$ cat src/rtl/decode_stage_p.sv
// decode_stage_p
// Parametrised MIPS instruction-decode stage: register file, hazard detection,
// early beq resolution and the ID/EX pipeline register.
//
// Parameters
//   XLEN  datapath width (32 or 64)
//   NREG  register count (16 or 32); index = low $clog2(NREG) bits of a field
//
// Ports
//   clock, reset_n               rising-edge clock, asynchronous active-low reset
//   if_pc_plus_4, if_inst        PC+4 and instruction currently in ID
//   if_valid                     ID holds a real instruction
//   mem_regwrite, mem_memread    control of the instruction in MEM
//   mem_rd, mem_result           destination / ALU result of the instruction in MEM
//   wb_regwrite, wb_rd, wb_data  register-file write port from WB
//   pc_write, ifid_write         low while stalling
//   ifid_flush, branch_taken     high when the beq in ID is taken
//   branch_target                PC+4 + (imm << 2)
//   ex_*                         registered ID/EX outputs
//   stall_cnt                    saturating count of stall cycles
//
// Optional feature: define DECODE_BRANCH_FWD_EN to add a MEM-to-comparator
// forwarding path for beq, removing the MEM-stage ALU dependency stall.

module decode_stage_p #(
   parameter int XLEN = 32,
   parameter int NREG = 32
) (
   input  logic            clock,
   input  logic            reset_n,
   input  logic [XLEN-1:0] if_pc_plus_4,
   input  logic [31:0]     if_inst,
   input  logic            if_valid,
   input  logic            mem_regwrite,
   input  logic            mem_memread,
   input  logic [4:0]      mem_rd,
   input  logic [XLEN-1:0] mem_result,
   input  logic            wb_regwrite,
   input  logic [4:0]      wb_rd,
   input  logic [XLEN-1:0] wb_data,
   output logic            pc_write,
   output logic            ifid_write,
   output logic            ifid_flush,
   output logic            branch_taken,
   output logic [XLEN-1:0] branch_target,
   output logic            ex_valid,
   output logic [1:0]      ex_wb,
   output logic [2:0]      ex_m,
   output logic [3:0]      ex_ex,
   output logic [4:0]      ex_rs,
   output logic [4:0]      ex_rt,
   output logic [4:0]      ex_rd,
   output logic [XLEN-1:0] ex_data_a,
   output logic [XLEN-1:0] ex_data_b,
   output logic [XLEN-1:0] ex_imm,
   output logic [4:0]      ex_shamt,
   output logic [15:0]     stall_cnt
);

   localparam int IW = $clog2(NREG);

   logic [XLEN-1:0] rf_q [NREG];
   logic [XLEN-1:0] rf_d [NREG];

   logic            ex_valid_q, ex_valid_d;
   logic [1:0]      ex_wb_q, ex_wb_d;
   logic [2:0]      ex_m_q, ex_m_d;
   logic [3:0]      ex_ex_q, ex_ex_d;
   logic [4:0]      ex_rs_q, ex_rs_d, ex_rt_q, ex_rt_d, ex_rd_q, ex_rd_d;
   logic [XLEN-1:0] ex_data_a_q, ex_data_a_d, ex_data_b_q, ex_data_b_d;
   logic [XLEN-1:0] ex_imm_q, ex_imm_d;
   logic [4:0]      ex_shamt_q, ex_shamt_d;
   logic [15:0]     stall_cnt_q, stall_cnt_d;

   logic [5:0]      opcode, funct;
   logic [IW-1:0]   rs_idx, rt_idx, ex_dest_idx, mem_idx, wb_idx;
   logic            is_r, is_lw, is_sw, is_beq, is_addi, is_sll, id_valid, beq_id;
   logic            use_rs, use_rt, match_ex, match_mem, stall;
   logic [1:0]      wb_c;
   logic [2:0]      m_c;
   logic [3:0]      ex_c;
   logic [XLEN-1:0] rd_rs, rd_rt, cmp_a, cmp_b, imm_ext;

   // Field extraction and opcode classification
   always_comb begin
      opcode   = if_inst[31:26];
      funct    = if_inst[5:0];
      rs_idx   = if_inst[21 +: IW];
      rt_idx   = if_inst[16 +: IW];
      mem_idx  = mem_rd[IW-1:0];
      wb_idx   = wb_rd[IW-1:0];
      is_r     = (opcode == 6'h00);
      is_lw    = (opcode == 6'h23);
      is_sw    = (opcode == 6'h2B);
      is_beq   = (opcode == 6'h04);
      is_addi  = (opcode == 6'h08);
      id_valid = if_valid & (is_r | is_lw | is_sw | is_beq | is_addi);
      is_sll   = id_valid & is_r & (funct == 6'h00);
      beq_id   = id_valid & is_beq;
      imm_ext  = {{(XLEN-16){if_inst[15]}}, if_inst[15:0]};
   end

   // Main control decoder: wb = {MemtoReg, RegWrite},
   // m = {Branch, MemWrite, MemRead}, ex = {ALUSrc, ALUOp, RegDst}
   always_comb begin
      wb_c = 2'b00;
      m_c  = 3'b000;
      ex_c = 4'b0000;
      if (id_valid) begin
         if (is_r) begin
            wb_c = 2'b01;
            ex_c = 4'b0101;
         end else if (is_lw) begin
            wb_c = 2'b11;
            m_c  = 3'b001;
            ex_c = 4'b1000;
         end else if (is_sw) begin
            m_c  = 3'b010;
            ex_c = 4'b1000;
         end else if (is_beq) begin
            m_c  = 3'b100;
            ex_c = 4'b0010;
         end else begin
            wb_c = 2'b01;
            ex_c = 4'b1000;
         end
      end
   end

   // Register file write: r0 is never written so it always reads zero
   always_comb begin
      rf_d = rf_q;
      if (wb_regwrite && (wb_idx != '0)) begin
         rf_d[wb_idx] = wb_data;
      end
   end

   always_ff @(posedge clock or negedge reset_n) begin
      if (!reset_n) begin
         for (int i = 0; i < NREG; i++) begin
            rf_q[i] <= '0;
         end
      end else begin
         rf_q <= rf_d;
      end
   end

   // Register reads with write-first bypass from WB, then optional MEM
   // forwarding into the branch comparator only
   always_comb begin
      rd_rs = (wb_regwrite && (wb_idx == rs_idx) && (rs_idx != '0)) ? wb_data : rf_q[rs_idx];
      rd_rt = (wb_regwrite && (wb_idx == rt_idx) && (rt_idx != '0)) ? wb_data : rf_q[rt_idx];
      cmp_a = rd_rs;
      cmp_b = rd_rt;
`ifdef DECODE_BRANCH_FWD_EN
      if (mem_regwrite && !mem_memread && (mem_idx == rs_idx) && (rs_idx != '0)) begin
         cmp_a = mem_result;
      end
      if (mem_regwrite && !mem_memread && (mem_idx == rt_idx) && (rt_idx != '0)) begin
         cmp_b = mem_result;
      end
`endif
   end

   // Hazard detection; sll takes its only source from rt
   always_comb begin
      ex_dest_idx = ex_ex_q[0] ? ex_rd_q[IW-1:0] : ex_rt_q[IW-1:0];
      use_rs      = id_valid & ~is_sll & (rs_idx != '0);
      use_rt      = id_valid & (is_r | is_sw | is_beq) & (rt_idx != '0);
      match_ex    = (use_rs && (rs_idx == ex_dest_idx)) || (use_rt && (rt_idx == ex_dest_idx));
      match_mem   = (use_rs && (rs_idx == mem_idx)) || (use_rt && (rt_idx == mem_idx));
      stall       = (ex_m_q[0] & match_ex)
                  | (beq_id & ex_wb_q[0] & match_ex)
                  | (beq_id & mem_memread & match_mem);
`ifndef DECODE_BRANCH_FWD_EN
      stall       = stall | (beq_id & mem_regwrite & ~mem_memread & match_mem);
`endif
   end

   // Stall beats branch resolution; a stalled or invalid slot becomes a bubble
   always_comb begin
      pc_write      = ~stall;
      ifid_write    = ~stall;
      branch_taken  = beq_id & ~stall & (cmp_a == cmp_b);
      ifid_flush    = branch_taken;
      branch_target = if_pc_plus_4 + (imm_ext << 2);

      ex_valid_d  = 1'b0;
      ex_wb_d     = '0;
      ex_m_d      = '0;
      ex_ex_d     = '0;
      ex_rs_d     = '0;
      ex_rt_d     = '0;
      ex_rd_d     = '0;
      ex_data_a_d = '0;
      ex_data_b_d = '0;
      ex_imm_d    = '0;
      ex_shamt_d  = '0;
      if (id_valid && !stall) begin
         ex_valid_d  = 1'b1;
         ex_wb_d     = wb_c;
         ex_m_d      = m_c;
         ex_ex_d     = ex_c;
         ex_rs_d     = if_inst[25:21];
         ex_rt_d     = if_inst[20:16];
         ex_rd_d     = if_inst[15:11];
         ex_data_a_d = is_sll ? rd_rt : rd_rs;
         ex_data_b_d = rd_rt;
         ex_imm_d    = imm_ext;
         ex_shamt_d  = if_inst[10:6];
      end
      stall_cnt_d = (stall && (stall_cnt_q != 16'hFFFF)) ? stall_cnt_q + 16'd1 : stall_cnt_q;
   end

   always_ff @(posedge clock or negedge reset_n) begin
      if (!reset_n) begin
         ex_valid_q  <= 1'b0;
         ex_wb_q     <= '0;
         ex_m_q      <= '0;
         ex_ex_q     <= '0;
         ex_rs_q     <= '0;
         ex_rt_q     <= '0;
         ex_rd_q     <= '0;
         ex_data_a_q <= '0;
         ex_data_b_q <= '0;
         ex_imm_q    <= '0;
         ex_shamt_q  <= '0;
         stall_cnt_q <= '0;
      end else begin
         ex_valid_q  <= ex_valid_d;
         ex_wb_q     <= ex_wb_d;
         ex_m_q      <= ex_m_d;
         ex_ex_q     <= ex_ex_d;
         ex_rs_q     <= ex_rs_d;
         ex_rt_q     <= ex_rt_d;
         ex_rd_q     <= ex_rd_d;
         ex_data_a_q <= ex_data_a_d;
         ex_data_b_q <= ex_data_b_d;
         ex_imm_q    <= ex_imm_d;
         ex_shamt_q  <= ex_shamt_d;
         stall_cnt_q <= stall_cnt_d;
      end
   end

   assign ex_valid  = ex_valid_q;
   assign ex_wb     = ex_wb_q;
   assign ex_m      = ex_m_q;
   assign ex_ex     = ex_ex_q;
   assign ex_rs     = ex_rs_q;
   assign ex_rt     = ex_rt_q;
   assign ex_rd     = ex_rd_q;
   assign ex_data_a = ex_data_a_q;
   assign ex_data_b = ex_data_b_q;
   assign ex_imm    = ex_imm_q;
   assign ex_shamt  = ex_shamt_q;
   assign stall_cnt = stall_cnt_q;

endmodule

$ cat config.mk
export PLATFORM = sky130hd
export DESIGN_NAME = decode_stage_p
export DESIGN_NICKNAME = d
export VERILOG_FILES = /design/src/rtl/decode_stage_p.sv
export SDC_FILE = /design/constraint.sdc
export NUM_CORES = 2
export LEC_CHECK = 0
export ABC_AREA = 1
export CAP_MARGIN = 20
export CELL_PAD_IN_SITES_DETAIL_PLACEMENT = 2
export CELL_PAD_IN_SITES_GLOBAL_PLACEMENT = 2
export CORE_UTILIZATION = 38
export CTS_BUF_LIST = sky130_fd_sc_hd__clkbuf_16
export DETAILED_ROUTE_END_ITERATION = 7
export PLACE_DENSITY = 0.9
export SLEW_MARGIN = 0
export SYNTH_ARGS = -nofsm -noshare
export SYNTH_HDL_FRONTEND = slang
export SYNTH_SLANG_ARGS = --single-unit
$ cat constraint.sdc
create_clock -name clock -period 4.1 [get_ports clock]
set_input_delay 0.41 -clock clock [delete_from_list [all_inputs] [get_ports clock]]
set_output_delay 0.41 -clock clock [all_outputs]
set_load 0.005 [all_outputs]
==> results of run 1 <==
cells by family after synthesis:
group                      Yosys count  share of synthesized area
adders and majority gates           31                   0.006259
DFF                               1137                     0.4504
buffers and inverters             1017                    0.07499
AOI/OAI and AO/OA                 1320                     0.1061
and+or+nand+nor                   5245                     0.3520
xor gates and xnor gates            74                    0.01026
through the flow:
step                utilization  instance area [um2]  std cells  setup slack, ns
floorplan                     -                63170       8824            1.400
global placement         0.4288                70750      10998          -0.4478
detailed placement       0.4288                70750      10998          -0.9287
==> flow_metrics.tcl, run 1 <==
set metrics [dict create \
    seq_area_frac_synth 0.4504 \
    die_h_um 409.7 \
    routabilityCongestion 0.9194 \
    io_pins 322 \
    syn_nets 8999 \
    synthTopCellsByArea "dfrtp_1 (45%), nand2_1 (18%), nand3_1 (15%)" \
    cts_hold_buf 3 \
    stop_stage "clock tree synthesis" \
    numPortBuffers 285 \
    syn_area_um2 63170 \
    dp_hpwl_mm 245.8 \
    synth_warnings 0 \
    stop_error "[ERROR DPL-0033] detailed placement checks failed during check placement." \
    initial_core_util 0.3829 \
    netlist.area_leader.share 0.4504 \
    synth_most_common_cell "nand2_1" \
    synth-seq-cells 1137 \
    htreeDepth 4 \
    synthCells 8824 \
    synth.largest_area_cell "dfrtp_1" \
    rows 149 \
    ys_async_sr_fraction 1.000 \
    clock_path_buffers 3 \
    cts_setup_buffers 20 \
    avgSynthCellArea_um2 7.159 \
    cts.sinks 1137 \
    status "aborted with a tool error" \
    die_w_um 409.7 \
    synth_common_cells "nand2_1 (3025), nand3_1 (1925), dfrtp_1 (1137), o21ai_0 (1012), clkbuf_1 (374)" \
    numCtsBuffers 135 \
    synth-edff-count 0 \
    ys.flop_type "dfrtp_1" \
    ys_types 44 \
    cts_resized 155 \
    clockRootBuffer "clkbuf_16" \
]
==> inputs of run 2 (changes only) <==
- CELL_PAD_IN_SITES_DETAIL_PLACEMENT: 2 -> not set
- CELL_PAD_IN_SITES_GLOBAL_PLACEMENT: 2 -> not set
- CORE_UTILIZATION: 38 -> 25
- CTS_BUF_LIST: sky130_fd_sc_hd__clkbuf_16 -> not set
- PLACE_DENSITY: 0.9 -> not set
- PLACE_DENSITY_LB_ADDON: not set -> 0.15
==> flow_metrics.tcl, run 2 <==
set metrics [dict create \
    die_h_um 504.7 \
    initial_core_util 0.2515 \
    hold_class "in -> reg" \
    setup-violations-final 0 \
    ys_types 44 \
    insertion_delay_ns 0.80 \
    grtUsageMet2 0.3843 \
    relSlewSlack 0.3949 \
    fin_crit_ns 3.900 \
    finalPower_mw 34.70 \
    ys_async_sr_fraction 1.000 \
    top_register "rf_q" \
    antenna_found_initial 13 \
    grt_pass1_wl_mm 458.6 \
    path_delay_family "simple AND/OR/NAND/NOR gates" \
    synthCells 8824 \
    ys.flop_type "dfrtp_1" \
    htreeDepth 4 \
    stdcell_count 12449 \
    final_common_cell "nand2_1" \
    avgSynthCellArea_um2 7.159 \
    largest_register_ff_count 1024 \
    routabilityCongestion 0.8888 \
    dp_slack_ns -0.7346 \
    fin_area_um2 77410 \
    hold_viol_final 0 \
    clock_path_buffers 3 \
    max-vdd-ir-drop_v 0.0004405 \
    syn_nets 8999 \
    drt-total-wl_mm 317.7 \
    dp_hpwl_mm 200.5 \
    fin_worst_skew_ns 0.02738 \
    drt_iter0_drc 7826 \
    rsz0062_at_grt "false" \
    met3_usage 0.03084 \
    rows 184 \
    io_pins 322 \
    final_layout_size_suffix_gt1_frac 0.09555 \
    crit_fanout 18 \
    numCtsBuffers 138 \
    cts.sinks 1137 \
    grt_pass1_vias 61788 \
    globalRouteTotalUtil 0.2442 \
    syn_area_um2 63170 \
    clk_pin_slew_ns 0.06 \
    crit_top_cell "nand3_1" \
    cap_violations 0 \
    critical_path_required_ns 3.69 \
    timing.fmax_ghz 0.2564 \
    final_cell_mix "nand2_1 (2997), nand3_1 (1919), dfrtp_1 (1136)" \
    synth_common_cells "nand2_1 (3025), nand3_1 (1925), dfrtp_1 (1137), o21ai_0 (1012), clkbuf_1 (374)" \
    die_w_um 504.7 \
    setup_tns_ns 0 \
    dieArea_um2 254700 \
    fill_cells 26894 \
    cp_slowest_cell "buf_4" \
    netlist.area_leader.share 0.4504 \
    arrival_ns 3.49 \
    met1_usage 0.3371 \
    grt_overflow 0 \
    timing.final.ws_setup_ns 0.2000 \
    crit_type "in -> out" \
    antenna_left 0 \
    synth_most_common_cell "nand2_1" \
    final_max_slew_viol_count 0 \
    cp-end-kind "primary output" \
    final_nets 9170 \
    grt-busiest-layer "met2" \
    power.density_nw_per_um2 448.2 \
    coreArea_um2 251200 \
    synth.largest_area_cell "dfrtp_1" \
    slowest_delay_ns 0.36 \
    finalCritPeriodShare 0.9512 \
    clockRootBuffer "clkbuf_16" \
    numPortBuffers 285 \
    synth-edff-count 0 \
    area_growth_pct 22.55 \
    placed_cell_area_um2 72630 \
    start_kind "input port" \
    seq_area_frac_synth 0.4504 \
    synth-seq-cells 1137 \
    grt_start_max_net_pins 110 \
    synth_warnings 0 \
    drc 0 \
    status "complete, no violations" \
    synthTopCellsByArea "dfrtp_1 (45%), nand2_1 (18%), nand3_1 (15%)" \
    cts_tree "yes" \
    crit_buf_inv 6 \
    cp_cell_sequence "buf_6, inv_6, buf_4, buf_12, nand3_1, nand3_1, nand3_1, nand3_1, nand2_1, nand3_1, nand2_1, nor2_2, buf_4, nand2_1, nor2_2, nand3_4, nor2_4, dlygate4sd2_1" \
    tightest_slew_ns 0.9077 \
    num_vias 64600 \
    cellLeakagePower_nw 34.88 \
    viasPerCell 5.189 \
    dp.cells 12196 \
    post_drt_wl_per_cell_um 25.52 \
    dr.pass1.iters 7 \
]
## run 2: where the power goes
part           switching (mW)  internal, mW
clock                    5.37          7.41
sequential               1.52          13.1
combinational            4.41          2.84
total                    11.3          23.4
## run 2: kinds of logic after synthesis
kind of cell | share of synthesized area
AOI/OAI and AO/OA | 0.1061
xor gates and xnor gates | 0.01026
adders and majority gates | 0.006259
buffers and inverters | 0.07499
DFF | 0.4504
and+or+nand+nor | 0.3520
## run 2: cell type report
class                           count  area [um2]  area share
Antenna cell                        6       15.01   0.0001940
Clock buffer                      209        4228     0.05461
Clock inverter                     31       340.3    0.004396
Inverter                          198       803.3     0.01038
Multi-Input combinational cell   6670       30310      0.3915
Sequential cell                  1137       28450      0.3676
Tap cell                         3348        4189     0.05411
Timing Repair Buffer              850        9076      0.1172
## run 2: routing by layer
layer	vias to the layer above	share of wire	wire length [um]
met1	31684	0.44	139100
met5	-	0.000076	24
met3	556	0.068	21590
met4	4	0.043	13520
li1	29485	-	-
met2	2871	0.45	143400
## run 2: worst paths after layout
path,startpoint,to,slack [ns],cells after the start
max in group asynchronous,reset_n,rf_q[653],2.66,4
max,if_inst[23],branch_taken,0.20,18
min reg2reg,rf_q[1013],rf_q[1013],0.40,0
min,if_inst[8],ex_shamt[2],0.19,3
min in group asynchronous,reset_n,rf_q[355],0.22,2
max reg2reg,ex_ex[2],ex_data_a[15],1.06,12
## run 2: timing repair
| action | CTS | global route |
|---|---|---|
| setup endpoints to repair | 2 | 3 |
| endpoints found under the hold margin | 62 | 0 |
| setup buffers | 6 | 1 |
| cloned | 0 | 0 |
| pin swaps | 9 | 1 |
| gates resized for setup | 37 | 3 |
| hold buffers | 1 | 0 |
## run 2: worst min-delay path, stage by stage
cell and delay, ns:
clkdlybuf4s50_1 0.43, inv_1 0.06, nor2_1 0.04
## run 2: stage by stage
step	hold WS (ns)	utilization
2_1_floorplan	0.1144	-
3_3_place_gp	0.3854	0.2892
3_5_place_dp	0.3881	0.2892
4_1_cts	0.1285	0.3081
5_1_grt	0.1675	0.3082
6_report	0.1858	0.3082
(Power assumes the default switching activity.)
